File: src/rtl/pwm_cok_kanalli_denetleyici_if.sv
// Wishbone classic slave bundle for the multi-channel PWM controller.
// The master drives the request side; the slave returns data and ack.
interface pwm_cok_kanalli_denetleyici_if #(
  parameter int ADR_W = 8
) ();
  logic [ADR_W-1:0] adr;
  logic [31:0]      dat_w;
  logic [31:0]      dat_r;
  logic             we;
  logic             cyc;
  logic             stb;
  logic [3:0]       sel;
  logic             ack;

  modport master (output adr, dat_w, we, cyc, stb, sel, input dat_r, ack);
  modport slave  (input adr, dat_w, we, cyc, stb, sel, output dat_r, ack);
endinterface

File: src/rtl/pwm_cok_kanalli_denetleyici.sv
// Wishbone PWM controller: KANAL channels with standard, heartbeat and one-shot
// modes, shadowed period/thresholds committed at the period boundary.
module pwm_cok_kanalli_denetleyici #(
  parameter int KANAL      = 4,
  parameter int COZUNURLUK = 32,
  parameter int ADR_W      = 8
) (
  input  logic                               clk_i,
  input  logic                               rst_i,
  pwm_cok_kanalli_denetleyici_if.slave       wb,
  output logic [KANAL-1:0]                   pwm_o,
  output logic                               irq_o
);

  localparam int CW = ADR_W - 5;
  // Heartbeat arithmetic needs one carry bit above the counter and must hold a full STEP.
  localparam int AW = (COZUNURLUK + 1 > 13) ? COZUNURLUK + 1 : 13;

  typedef logic [COZUNURLUK-1:0] val_t;

  typedef enum logic [1:0] {
    MODE_IDLE = 2'd0,
    MODE_STD  = 2'd1,
    MODE_HB   = 2'd2,
    MODE_ONE  = 2'd3
  } mode_e;

  typedef enum logic [2:0] {
    REG_CTRL   = 3'd0,
    REG_PERIOD = 3'd1,
    REG_THR1   = 3'd2,
    REG_THR2   = 3'd3,
    REG_STEP   = 3'd4,
    REG_STATUS = 3'd5,
    REG_COUNT  = 3'd6,
    REG_RSVD   = 3'd7
  } reg_e;

  logic             req;
  logic             ack_q;
  logic [31:0]      dat_q;
  logic [31:0]      rd_data;
  logic [CW-1:0]    ch_idx;
  reg_e             reg_idx;
  logic [31:0]      rd_vec [KANAL];
  logic [KANAL-1:0] irq_vec;
  logic             unused_adr;

  function automatic logic [31:0] merge_bytes(input logic [31:0] old_v,
                                              input logic [31:0] new_v,
                                              input logic [3:0]  sel);
    logic [31:0] res;
    for (int b = 0; b < 4; b++) begin
      res[8*b +: 8] = sel[b] ? new_v[8*b +: 8] : old_v[8*b +: 8];
    end
    return res;
  endfunction

  assign req        = wb.cyc & wb.stb & ~ack_q;
  assign ch_idx     = wb.adr[ADR_W-1:5];
  assign reg_idx    = reg_e'(wb.adr[4:2]);
  assign unused_adr = &{1'b0, wb.adr[1:0]};

  for (genvar c = 0; c < KANAL; c++) begin : g_ch
    mode_e       mode;
    logic        pol;
    logic        irq_en;
    logic        pending;
    logic        done;
    logic        dir_up;
    logic        pwm_q;
    val_t        sh_period, sh_thr1, sh_thr2;
    val_t        act_period, act_thr1, act_thr2;
    val_t        cnt;
    val_t        duty;
    logic [11:0] step;

    logic          wr;
    logic          running;
    logic          boundary;
    logic          set_done;
    logic          restart;
    logic          raw;
    logic [3:0]    ctrl_new;
    logic [31:0]   wr_merged;
    logic [AW-1:0] up_sum;
    logic [AW-1:0] dn_diff;
    logic [31:0]   rd;

    assign wr        = req & wb.we & (ch_idx == CW'(c));
    assign ctrl_new  = wb.dat_w[3:0];
    assign running   = (mode != MODE_IDLE) && (act_period != '0) &&
                       !((mode == MODE_ONE) && done);
    assign boundary  = running && (cnt == act_period - val_t'(1));
    assign set_done  = boundary && (mode == MODE_ONE);
    // Rewriting one-shot mode is the software's way to fire another pulse.
    assign restart   = wr && (reg_idx == REG_CTRL) && wb.sel[0] &&
                       ((mode_e'(ctrl_new[1:0]) != mode) || (ctrl_new[1:0] == 2'd3));
    assign up_sum    = AW'(duty) + AW'(step);
    assign dn_diff   = AW'(duty) - AW'(step);

    always_comb begin
      wr_merged = '0;
      case (reg_idx)
        REG_PERIOD: wr_merged = merge_bytes(32'(sh_period), wb.dat_w, wb.sel);
        REG_THR1:   wr_merged = merge_bytes(32'(sh_thr1), wb.dat_w, wb.sel);
        REG_THR2:   wr_merged = merge_bytes(32'(sh_thr2), wb.dat_w, wb.sel);
        REG_STEP:   wr_merged = merge_bytes(32'(step), wb.dat_w, wb.sel);
        default:    wr_merged = '0;
      endcase
    end

    // NOTE: raw gets its default before the case so no path leaves it unassigned (no latch).
    always_comb begin
      raw = 1'b0;
      if (running) begin
        case (mode)
          MODE_STD: raw = cnt < act_thr1;
          MODE_HB:  raw = cnt < duty;
          MODE_ONE: raw = cnt < act_thr1;
          default:  raw = 1'b0;
        endcase
      end
    end

    // NOTE: every channel register is reset, shadows included, so no pending update outlives rst_i.
    always_ff @(posedge clk_i) begin
      if (rst_i) begin
        mode       <= MODE_IDLE;
        pol        <= 1'b0;
        irq_en     <= 1'b0;
        pending    <= 1'b0;
        done       <= 1'b0;
        dir_up     <= 1'b0;
        pwm_q      <= 1'b0;
        sh_period  <= '0;
        sh_thr1    <= '0;
        sh_thr2    <= '0;
        act_period <= '0;
        act_thr1   <= '0;
        act_thr2   <= '0;
        cnt        <= '0;
        duty       <= '0;
        step       <= '0;
      end else begin
        pwm_q <= raw ^ pol;
        cnt   <= (running && !boundary) ? cnt + val_t'(1) : '0;

        if (boundary) begin
          act_period <= sh_period;
          act_thr1   <= sh_thr1;
          act_thr2   <= sh_thr2;
          pending    <= 1'b0;
          if (set_done) done <= 1'b1;
          // Duty walks between THR1 and THR2 using the thresholds of the period just ending.
          if (mode == MODE_HB) begin
            if (act_thr2 <= act_thr1) begin
              duty <= act_thr1;
            end else if (dir_up) begin
              if (up_sum >= AW'(act_thr2)) begin
                duty   <= act_thr2;
                dir_up <= 1'b0;
              end else begin
                duty <= val_t'(up_sum);
              end
            end else begin
              if (dn_diff[AW-1] || (dn_diff <= AW'(act_thr1))) begin
                duty   <= act_thr1;
                dir_up <= 1'b1;
              end else begin
                duty <= val_t'(dn_diff);
              end
            end
          end
        end

        // Bus writes come last so a shadow write in the boundary cycle keeps pending set.
        if (wr) begin
          case (reg_idx)
            REG_CTRL: begin
              if (wb.sel[0]) begin
                mode   <= mode_e'(ctrl_new[1:0]);
                pol    <= ctrl_new[2];
                irq_en <= ctrl_new[3];
              end
              if (restart) begin
                cnt        <= '0;
                act_period <= sh_period;
                act_thr1   <= sh_thr1;
                act_thr2   <= sh_thr2;
                pending    <= 1'b0;
                duty       <= sh_thr1;
                dir_up     <= 1'b1;
                done       <= 1'b0;
              end
            end
            REG_PERIOD: begin
              sh_period <= val_t'(wr_merged);
              pending   <= 1'b1;
            end
            REG_THR1: begin
              sh_thr1 <= val_t'(wr_merged);
              pending <= 1'b1;
            end
            REG_THR2: begin
              sh_thr2 <= val_t'(wr_merged);
              pending <= 1'b1;
            end
            REG_STEP: step <= 12'(wr_merged);
            REG_STATUS: begin
              if (wb.sel[0] && wb.dat_w[1] && !set_done) done <= 1'b0;
            end
            default: ;
          endcase
        end
      end
    end

    always_comb begin
      rd = '0;
      case (reg_idx)
        REG_CTRL:   rd[3:0] = {irq_en, pol, mode};
        REG_PERIOD: rd = 32'(sh_period);
        REG_THR1:   rd = 32'(sh_thr1);
        REG_THR2:   rd = 32'(sh_thr2);
        REG_STEP:   rd[11:0] = step;
        REG_STATUS: rd[2:0] = {pending, done, pwm_q};
        REG_COUNT:  rd = 32'(cnt);
        REG_RSVD:   rd = '0;
        default:    rd = '0;
      endcase
    end

    assign rd_vec[c]  = rd;
    assign pwm_o[c]   = pwm_q;
    assign irq_vec[c] = done & irq_en;
  end

  always_comb begin
    rd_data = '0;
    for (int c = 0; c < KANAL; c++) begin
      if (ch_idx == CW'(c)) rd_data = rd_vec[c];
    end
  end

  // NOTE: clocked state uses non-blocking assignments so every register sees pre-edge values.
  always_ff @(posedge clk_i) begin
    if (rst_i) begin
      ack_q <= 1'b0;
      dat_q <= '0;
      irq_o <= 1'b0;
    end else begin
      ack_q <= req;
      dat_q <= (req && !wb.we) ? rd_data : '0;
      irq_o <= |irq_vec;
    end
  end

  assign wb.ack   = ack_q;
  assign wb.dat_r = dat_q;

endmodule

File: src/flat_wrapper.sv
// flat-port wrapper written by rule: the top's interface ports become plain ports
module pwm_cok_kanalli_denetleyici_flat 
#(
  parameter int KANAL      = 4,
  parameter int COZUNURLUK = 32,
  parameter int ADR_W      = 8
)
  (clk_i, rst_i, pwm_o, irq_o, wb_adr, wb_dat_w, wb_we, wb_cyc, wb_stb, wb_sel, wb_dat_r, wb_ack);
  pwm_cok_kanalli_denetleyici_if #(.ADR_W(ADR_W)) wb_i ();
  input  logic clk_i;
  input  logic rst_i;
  output logic [KANAL-1:0] pwm_o;
  output logic irq_o;
  input wire logic [$bits(wb_i.adr)-1:0] wb_adr;
  input wire logic [$bits(wb_i.dat_w)-1:0] wb_dat_w;
  input wire logic [$bits(wb_i.we)-1:0] wb_we;
  input wire logic [$bits(wb_i.cyc)-1:0] wb_cyc;
  input wire logic [$bits(wb_i.stb)-1:0] wb_stb;
  input wire logic [$bits(wb_i.sel)-1:0] wb_sel;
  output wire logic [$bits(wb_i.dat_r)-1:0] wb_dat_r;
  output wire logic [$bits(wb_i.ack)-1:0] wb_ack;
  assign wb_i.adr = wb_adr;
  assign wb_i.dat_w = wb_dat_w;
  assign wb_i.we = wb_we;
  assign wb_i.cyc = wb_cyc;
  assign wb_i.stb = wb_stb;
  assign wb_i.sel = wb_sel;
  assign wb_dat_r = wb_i.dat_r;
  assign wb_ack = wb_i.ack;
  pwm_cok_kanalli_denetleyici #(.KANAL(KANAL), .COZUNURLUK(COZUNURLUK), .ADR_W(ADR_W)) u_core (.clk_i(clk_i), .rst_i(rst_i), .wb(wb_i), .pwm_o(pwm_o), .irq_o(irq_o));
endmodule
File: config.mk
export PLATFORM = sky130hd
export DESIGN_NAME = pwm_cok_kanalli_denetleyici_flat
export DESIGN_NICKNAME = d
export VERILOG_FILES = /design/src/rtl/pwm_cok_kanalli_denetleyici_if.sv /design/src/rtl/pwm_cok_kanalli_denetleyici.sv /design/src/flat_wrapper.sv
export SDC_FILE = /design/constraint.sdc
export NUM_CORES = 2
export LEC_CHECK = 0
export BUFFER_PORTS_ARGS = -buffer_cell sky130_fd_sc_hd__buf_2
export CAP_MARGIN = 20
export CORE_MARGIN = 5
export CORE_UTILIZATION = 35
export DETAILED_ROUTE_END_ITERATION = 10
export HOLD_SLACK_MARGIN = 0.08
export PLACE_DENSITY = 0.57
export SYNTH_ARGS = -nofsm -noshare
export SYNTH_HDL_FRONTEND = slang
export SYNTH_SLANG_ARGS = --single-unit
File: constraint.sdc
create_clock -name clk_i -period 14.5 [get_ports clk_i]
set_input_delay 0.725 -clock clk_i [delete_from_list [all_inputs] [get_ports clk_i]]
set_output_delay 0.725 -clock clk_i [all_outputs]
set_load 0.05 [all_outputs]
Yosys cells after proc, flatten, opt, wreduce, memory -nomap -nowiden
Index checks and enable logic that the tools add are counted.
- muxes and demuxes: 266
- eq/ne operators: 31
- magnitude comparators: 20
- shifts and indexed selects: 0
- divide/modulo/power cells: 0
- multipliers: 0
- reductions and logical operators: 100
- bitwise gates (word level): 17
- $add $sub $neg: 16
- operator list (kind ; count):
    2-to-1 mux 32 bit ; 104
    2-to-1 mux 8 bit ; 58
    one-hot mux 32 bit (3 select lines) ; 4
    one-hot mux 20 bit (4 select lines) ; 4
    < comparator 32 bit ; 8
    one-hot mux 8 bit (5 select lines) ; 4
    adder 32 x 12 -> 33 bit ; 4
    >= comparator 33 x 32 -> 1 bit ; 4
    <= comparator 33 x 32 -> 1 bit ; 4
    subtractor 32 x 12 -> 33 bit ; 4
    adder 32 x 1 -> 32 bit (second input constant) ; 4
    == test 32 bit ; 4
    <= comparator 32 bit ; 4
    nonzero test 32 bit ; 4
    subtractor 32 x 1 -> 32 bit (second input constant) ; 4
    one-hot mux 3 bit (8 select lines) ; 4
    2-to-1 mux 1 bit ; 72
    logical AND 1 bit ; 42
    AND reduction 2 bit ; 16
    one-hot mux 1 bit (2 select lines) ; 12
    one-hot mux 1 bit (6 select lines) ; 4
    == test 2 bit (second input constant) ; 9
    logical NOT 1 bit ; 13
    == test 3 x 2 -> 1 bit (second input constant) ; 4
    other kinds (14) ; 56
- flip-flop bits (word level): 1138
- output and inout bits: 38
- memory bits (writable): 0
- ROM bits: 0
- bits in latches: 0
- logic and storage cells: 517
- memories kept: 0
- input bits: 49

Logic depth before layout (Yosys ltp)
- depth after elaboration: 11
- gate-level depth with buffers: 25
- depth with buffers taken out: 23

Worst setup path before layout
No wires, ideal clock.
- path kind: reg2reg
- start: reg u_core.g_ch[3].step[5]
- end: reg u_core.g_ch[3].duty[18]
- path slack: 9.162 ns
- path buffers: 3
- arrival: 5.213 ns
- setup time: 0.126 ns
- cell stages (with the launch flop): 23
- period minus slack after synthesis: 5.338 ns
- required time: 14.374 ns
- cell sequence: dfxtp_1 > inv_1 > ha_1 > clkbuf_1 > o21ai_0 > a2111oi_0 > o31ai_1 > a2111oi_0 > nor4_1 > xnor2_1 > ha_1 > and4_1 > nor4bb_1 > nand4_1 > a21oi_1 > nor4_1 > a311oi_1 > clkbuf_1 > nand2_1 > clkbuf_1 > o22a_1 > o221ai_1 > o21ai_0
- cells in the longest elaborated chain, start to end: 11
- elaborated cells on any way between the ends: 14
- classes of those cells: add/sub (2); order compare (2); mux (9); reduce/logical (1)
- RTL lines (element ; RTL line ; RTL):
    start, declared ; pwm_cok_kanalli_denetleyici.sv:76 ; logic [11:0] step;
    start signal, assigned ; pwm_cok_kanalli_denetleyici.sv:209 ; REG_STEP: step <= 12'(wr_merged);
    subtractor 32 x 12 -> 33 bit ; pwm_cok_kanalli_denetleyici.sv:100 ; assign dn_diff = AW'(duty) - AW'(step);
    <= comparator 33 x 32 -> 1 bit ; pwm_cok_kanalli_denetleyici.sv:167 ; if (dn_diff[AW-1] || (dn_diff <= AW'(act_thr1))) begin
    logical OR 1 bit ; pwm_cok_kanalli_denetleyici.sv:167 ;
    2-to-1 mux 32 bit ; pwm_cok_kanalli_denetleyici.sv:167 ;
    2-to-1 mux 32 bit * ; pwm_cok_kanalli_denetleyici.sv:159 ; end else if (dir_up) begin
    2-to-1 mux 32 bit * ; pwm_cok_kanalli_denetleyici.sv:157 ; if (act_thr2 <= act_thr1) begin
    2-to-1 mux 32 bit * ; pwm_cok_kanalli_denetleyici.sv:156 ; if (mode == MODE_HB) begin
    2-to-1 mux 32 bit * ; pwm_cok_kanalli_denetleyici.sv:149 ; if (boundary) begin
    2-to-1 mux 32 bit ; pwm_cok_kanalli_denetleyici.sv:186 ; if (restart) begin
    2-to-1 mux 32 bit ; pwm_cok_kanalli_denetleyici.sv:179 ; case (reg_idx)
    2-to-1 mux 32 bit * ; pwm_cok_kanalli_denetleyici.sv:178 ; if (wr) begin
    end signal, assigned ; pwm_cok_kanalli_denetleyici.sv:158 ; duty <= act_thr1;
    end signal, assigned ; pwm_cok_kanalli_denetleyici.sv:161 ; duty <= act_thr2;
    end signal, assigned ; pwm_cok_kanalli_denetleyici.sv:192 ; duty <= sh_thr1;
    end, declared ; pwm_cok_kanalli_denetleyici.sv:75 ; val_t duty;
Every way passes the cells marked *; elsewhere a longest branch is shown, timed or not.
A chain may end at the register's enable or synchronous reset.

Final worst setup path
- start: reg u_core.g_ch[1].step[0]
- end: reg u_core.g_ch[1].duty[28]
- cells in the longest elaborated chain, start to end: 11
- elaborated cells on any way between the ends: 14
- classes of those cells: add/sub (2); order compare (2); mux (9); reduce/logical (1)
- RTL lines (element ; RTL line):
    start, declared ; pwm_cok_kanalli_denetleyici.sv:76
    start signal, assigned ; pwm_cok_kanalli_denetleyici.sv:209
    subtractor 32 x 12 -> 33 bit ; pwm_cok_kanalli_denetleyici.sv:100
    <= comparator 33 x 32 -> 1 bit ; pwm_cok_kanalli_denetleyici.sv:167
    logical OR 1 bit ; pwm_cok_kanalli_denetleyici.sv:167
    2-to-1 mux 32 bit ; pwm_cok_kanalli_denetleyici.sv:167
    2-to-1 mux 32 bit * ; pwm_cok_kanalli_denetleyici.sv:159
    2-to-1 mux 32 bit * ; pwm_cok_kanalli_denetleyici.sv:157
    2-to-1 mux 32 bit * ; pwm_cok_kanalli_denetleyici.sv:156
    2-to-1 mux 32 bit * ; pwm_cok_kanalli_denetleyici.sv:149
    2-to-1 mux 32 bit ; pwm_cok_kanalli_denetleyici.sv:186
    2-to-1 mux 32 bit ; pwm_cok_kanalli_denetleyici.sv:179
    2-to-1 mux 32 bit * ; pwm_cok_kanalli_denetleyici.sv:178
    end signal, assigned ; pwm_cok_kanalli_denetleyici.sv:158
    end signal, assigned ; pwm_cok_kanalli_denetleyici.sv:161
    end signal, assigned ; pwm_cok_kanalli_denetleyici.sv:192
    end, declared ; pwm_cok_kanalli_denetleyici.sv:75
Marks and branches as above.

==> flow_summary.yaml <==
timing:
  setup_viol: 0
  rsz0062_at_grt: "no"
  min_period_over_period_pct: 51.63
  worst_slack_ns: 7.013
  fmax_ghz: 0.1336
  min_period_ns: 7.487
  drv_slew: 0
  fin_skew_ns: 0.02376
  max-slew-margin-rel_pct: 13.19
  hold_viol: 0
  finalSetupTns_ns: 0
  max_slew.worst_pin.slew_ns: 1.297
global_routing:
  busiest_layer: "met2"
  gr-total-overflow: 0
  met3_usage_pct: 4.228
  grtUsageMet1_pct: 38.47
  grt_max_degree: 82
  grt.met2_usage_pct: 42.78
  first_global_vias: 72650
  antenna_found_initial: 12
  grt_pass1_wl_um: 496000
  grtUsageTotal_pct: 28.19
layout:
  area_growth_pct: 10.57
  nets: 10760
  layout-drive-gt1-share_pct: 6.305
  design_area_um2: 86550
  fillers: 22890
  utilization_pct: 38.93
route:
  wl_um: 343600
  drt_iter0_markers: 8541
  vias: 78080
  wire_per_inst_um: 26.32
  drt_drc_violations_left: 0
  ant_nets: 0
  first_pass_iters: 8
  viasPerCell: 5.982
die:
  die_h_um: 482.9
  start_util_pct: 35.21
  ioPinCount: 87
  coreArea_um2: 222300
  rows: 173
  die_w_um: 482.9
  die_area_um2: 233200
cts:
  postCtsSetupBuffers: 0
  cts-htree-levels: 4
  clk-insertion-delay-late_ns: 0.81
  tritoncts: "yes"
  clk_pin_slew_worst_paths_ns: 0.06
  clock-sinks: 1138
  clockRootBuffer: "clkbuf_16"
  cts_hold_buffers: 0
  cts_buffers: 143
  cts_resized: 0
  cts_max_path_buffers: 3
power:
  internal_power_mw: 5.464
  p_leak_nw: 33.00
  swShare_pct: 25.57
  p_sw_mw: 1.877
  finalPower_mw: 7.341
  powerDensity_nw_per_um2: 84.83
  ir_drop_mv: 0.1220
  comb_power_share_pct: 5.8
  power_frac_seq_pct: 42.6
  clkPwrFrac_pct: 51.6
job:
  maxCapViolations: 0
worst_setup_path:
  cp.arrival_ns: 8.22
  critPathRequiredTime_ns: 15.24
  reg2reg_from: "u_core.g_ch[1].step[0]"
  r2r_cells: 22
  r2r-end: "u_core.g_ch[1].duty[28]"
  cp-end-kind: "register"
  rrSetupSlack_ns: 7.01
  crit_path_start_kind: "register"
  crit_type: "reg2reg"
  worstPathMaxFanout: 13
hold_path:
  holdCritStartpoint: "wb_dat_w[3]"
  min_to: "u_core.g_ch[1].irq_en"
  min-delay-path-class: "in2reg"
  hold_depth: 3
yosys:
  ys_warn_count: 0
  syn_nets: 10990
  seq_area_frac_synth_pct: 29.11
  avgSynthCellArea_um2: 7.680
  synth_top_area_share_pct: 29.11
  synth.area.top_cells: "dfxtp_1 29%, ha_1 12%, a21oi_1 7.1%"
  synth.distinct_cells: 96
  ys_seq_elements: 1138
  syn_inst: 10190
  synth-main-ff-cell: "dfxtp_1"
  yosysMostFrequentCell: "nand2_1"
  synth_edf_count: 0
  synthesis.area_um2: 78270
  yosys.area.top_type: "dfxtp_1"
  synthArstFlopShare_pct: 0
  synth_commonest_cells: "1,394 x nand2_1, 1,138 x dfxtp_1, 1,109 x a21oi_1, 1,003 x nor2_1, 740 x ha_1"
place:
  dp_hpwl_um: 256100
  io_buffers: 84
  dpl_cell_area_um2: 81610
  pre_cts_ws_ns: 7.126
  place_congestion: 0.9864
status:
  status: "completed"
power by group through the flow:
| stage | sequential (mW) | clock, mW | combinational, mW |
|---|---|---|---|
| after CTS | 3.13 | 3.83 | 0.412 |
| after detailed placement | 3.20 | 0 | 0.411 |
| final | 3.13 | 3.79 | 0.424 |
| after floorplan | 3.20 | 0 | 0.228 |
| after global placement | 3.20 | 0 | 0.409 |
| after global routing | 3.13 | 3.95 | 0.436 |
placed cells by master, fill, tap and decap left out, types with 81 or more instances in the layout:
cell type	synthesis	final
nand2_1	1394	1394
dfxtp_1	1138	1138
a21oi_1	1109	1106
nor2_1	1003	981
ha_1	740	740
inv_1	523	523
xnor2_1	342	342
o21ai_0	335	333
mux2i_1	274	274
nand3_1	208	208
a22o_1	206	206
a211oi_1	208	205
nor3_1	193	188
nand4_1	169	169
buf_4	4	162
clkbuf_16	0	145
xor2_1	137	137
a21o_1	131	131
nor4_1	94	93
nor2b_1	106	90
buf_2	21	85
a22oi_1	82	82
a221oi_1	81	81
stage by stage:
| stage | cells | hold slack, ns |
|---|---|---|
| floorplan | 10190 | 0.4319 |
| global placement | 12780 | 0.4398 |
| detailed placement | 12790 | 0.4463 |
| CTS | 13040 | 0.3111 |
| global route | 13050 | 0.3432 |
| finish | 13050 | 0.3772 |
final cells by class:
cell class	count	area [um^2]	share of cell area (%)
clock buffers	196	4100	4.738
flip-flops and latches	1138	22780	26.32
diodes	7	17.52	0.02024
well taps	2975	3722	4.301
multi-input cells	7894	51380	59.36
inverters	531	1993	2.303
repair buffers	255	1792	2.070
clock inverters	57	762.0	0.8804
cells by family after synthesis:
group	after synthesis	share of synthesized area, %
buffers and inverters	1159	5.622
multiplexers	307	3.979
adder cells (fa/ha/maj)	748	12.03
flip-flops	1138	29.11
AO/OA/AOI/OAI	2784	23.16
XOR/XNOR	479	5.360
AND/OR/NAND/NOR	3576	20.73
how the worst max path moves through the flow:
stage                            from                      end  cells past startpoint
5_1_grt        u_core.g_ch[0].step[1]   u_core.g_ch[0].duty[4]                     21
6_report       u_core.g_ch[1].step[0]  u_core.g_ch[1].duty[28]                     22
2_1_floorplan  u_core.g_ch[3].step[5]  u_core.g_ch[3].duty[18]                     22
3_5_place_dp   u_core.g_ch[0].step[1]   u_core.g_ch[0].duty[8]                     21
4_1_cts        u_core.g_ch[0].step[1]  u_core.g_ch[0].duty[22]                     20
3_3_place_gp   u_core.g_ch[0].step[1]  u_core.g_ch[0].duty[22]                     20
metal layers:
layer | vias up | part of all wire (%)
met5 | - | 0.0099
met4 | 6 | 6.1
met3 | 640 | 7.6
met2 | 3426 | 43
met1 | 37920 | 44
li1 | 36090 | -
sequential cells by signal (all words and copies together) (netlist names):
signal	flops
u_core.g_ch.pol	4
u_core.g_ch.duty	128
u_core.g_ch.step	48
u_core.wb.dat_r	32
u_core.g_ch.sh_thr2	128
u_core.irq_o	1
u_core.g_ch.pwm_q	4
u_core.g_ch.pending	4
u_core.g_ch.done	4
u_core.g_ch.act_thr2	128
u_core.wb.ack	1
u_core.g_ch.dir_up	4
u_core.g_ch.sh_thr1	128
u_core.g_ch.cnt	128
u_core.g_ch.act_period	128
u_core.g_ch.sh_period	128
u_core.g_ch.mode	8
u_core.g_ch.irq_en	4
u_core.g_ch.act_thr1	128
critical path, stage by stage, from the launching register on:
cell	delay [ns]
dfxtp_1	0.42
ha_1	0.21
inv_1	0.06
fa_1	0.44
a211oi_1	0.34
o21ai_0	0.27
a2111oi_0	0.56
o31a_1	0.47
and2_1	0.28
nand3_1	0.12
xnor2_1	0.16
ha_1	0.32
nand4_1	0.17
nor4_1	0.80
o21ai_0	0.26
a31oi_1	0.27
o221ai_1	0.15
a41oi_1	0.70
o21ai_1	0.45
buf_4	0.35
a211oi_1	0.28
o221ai_1	0.18
a21oi_1	0.15
(Power assumes the default switching activity.)
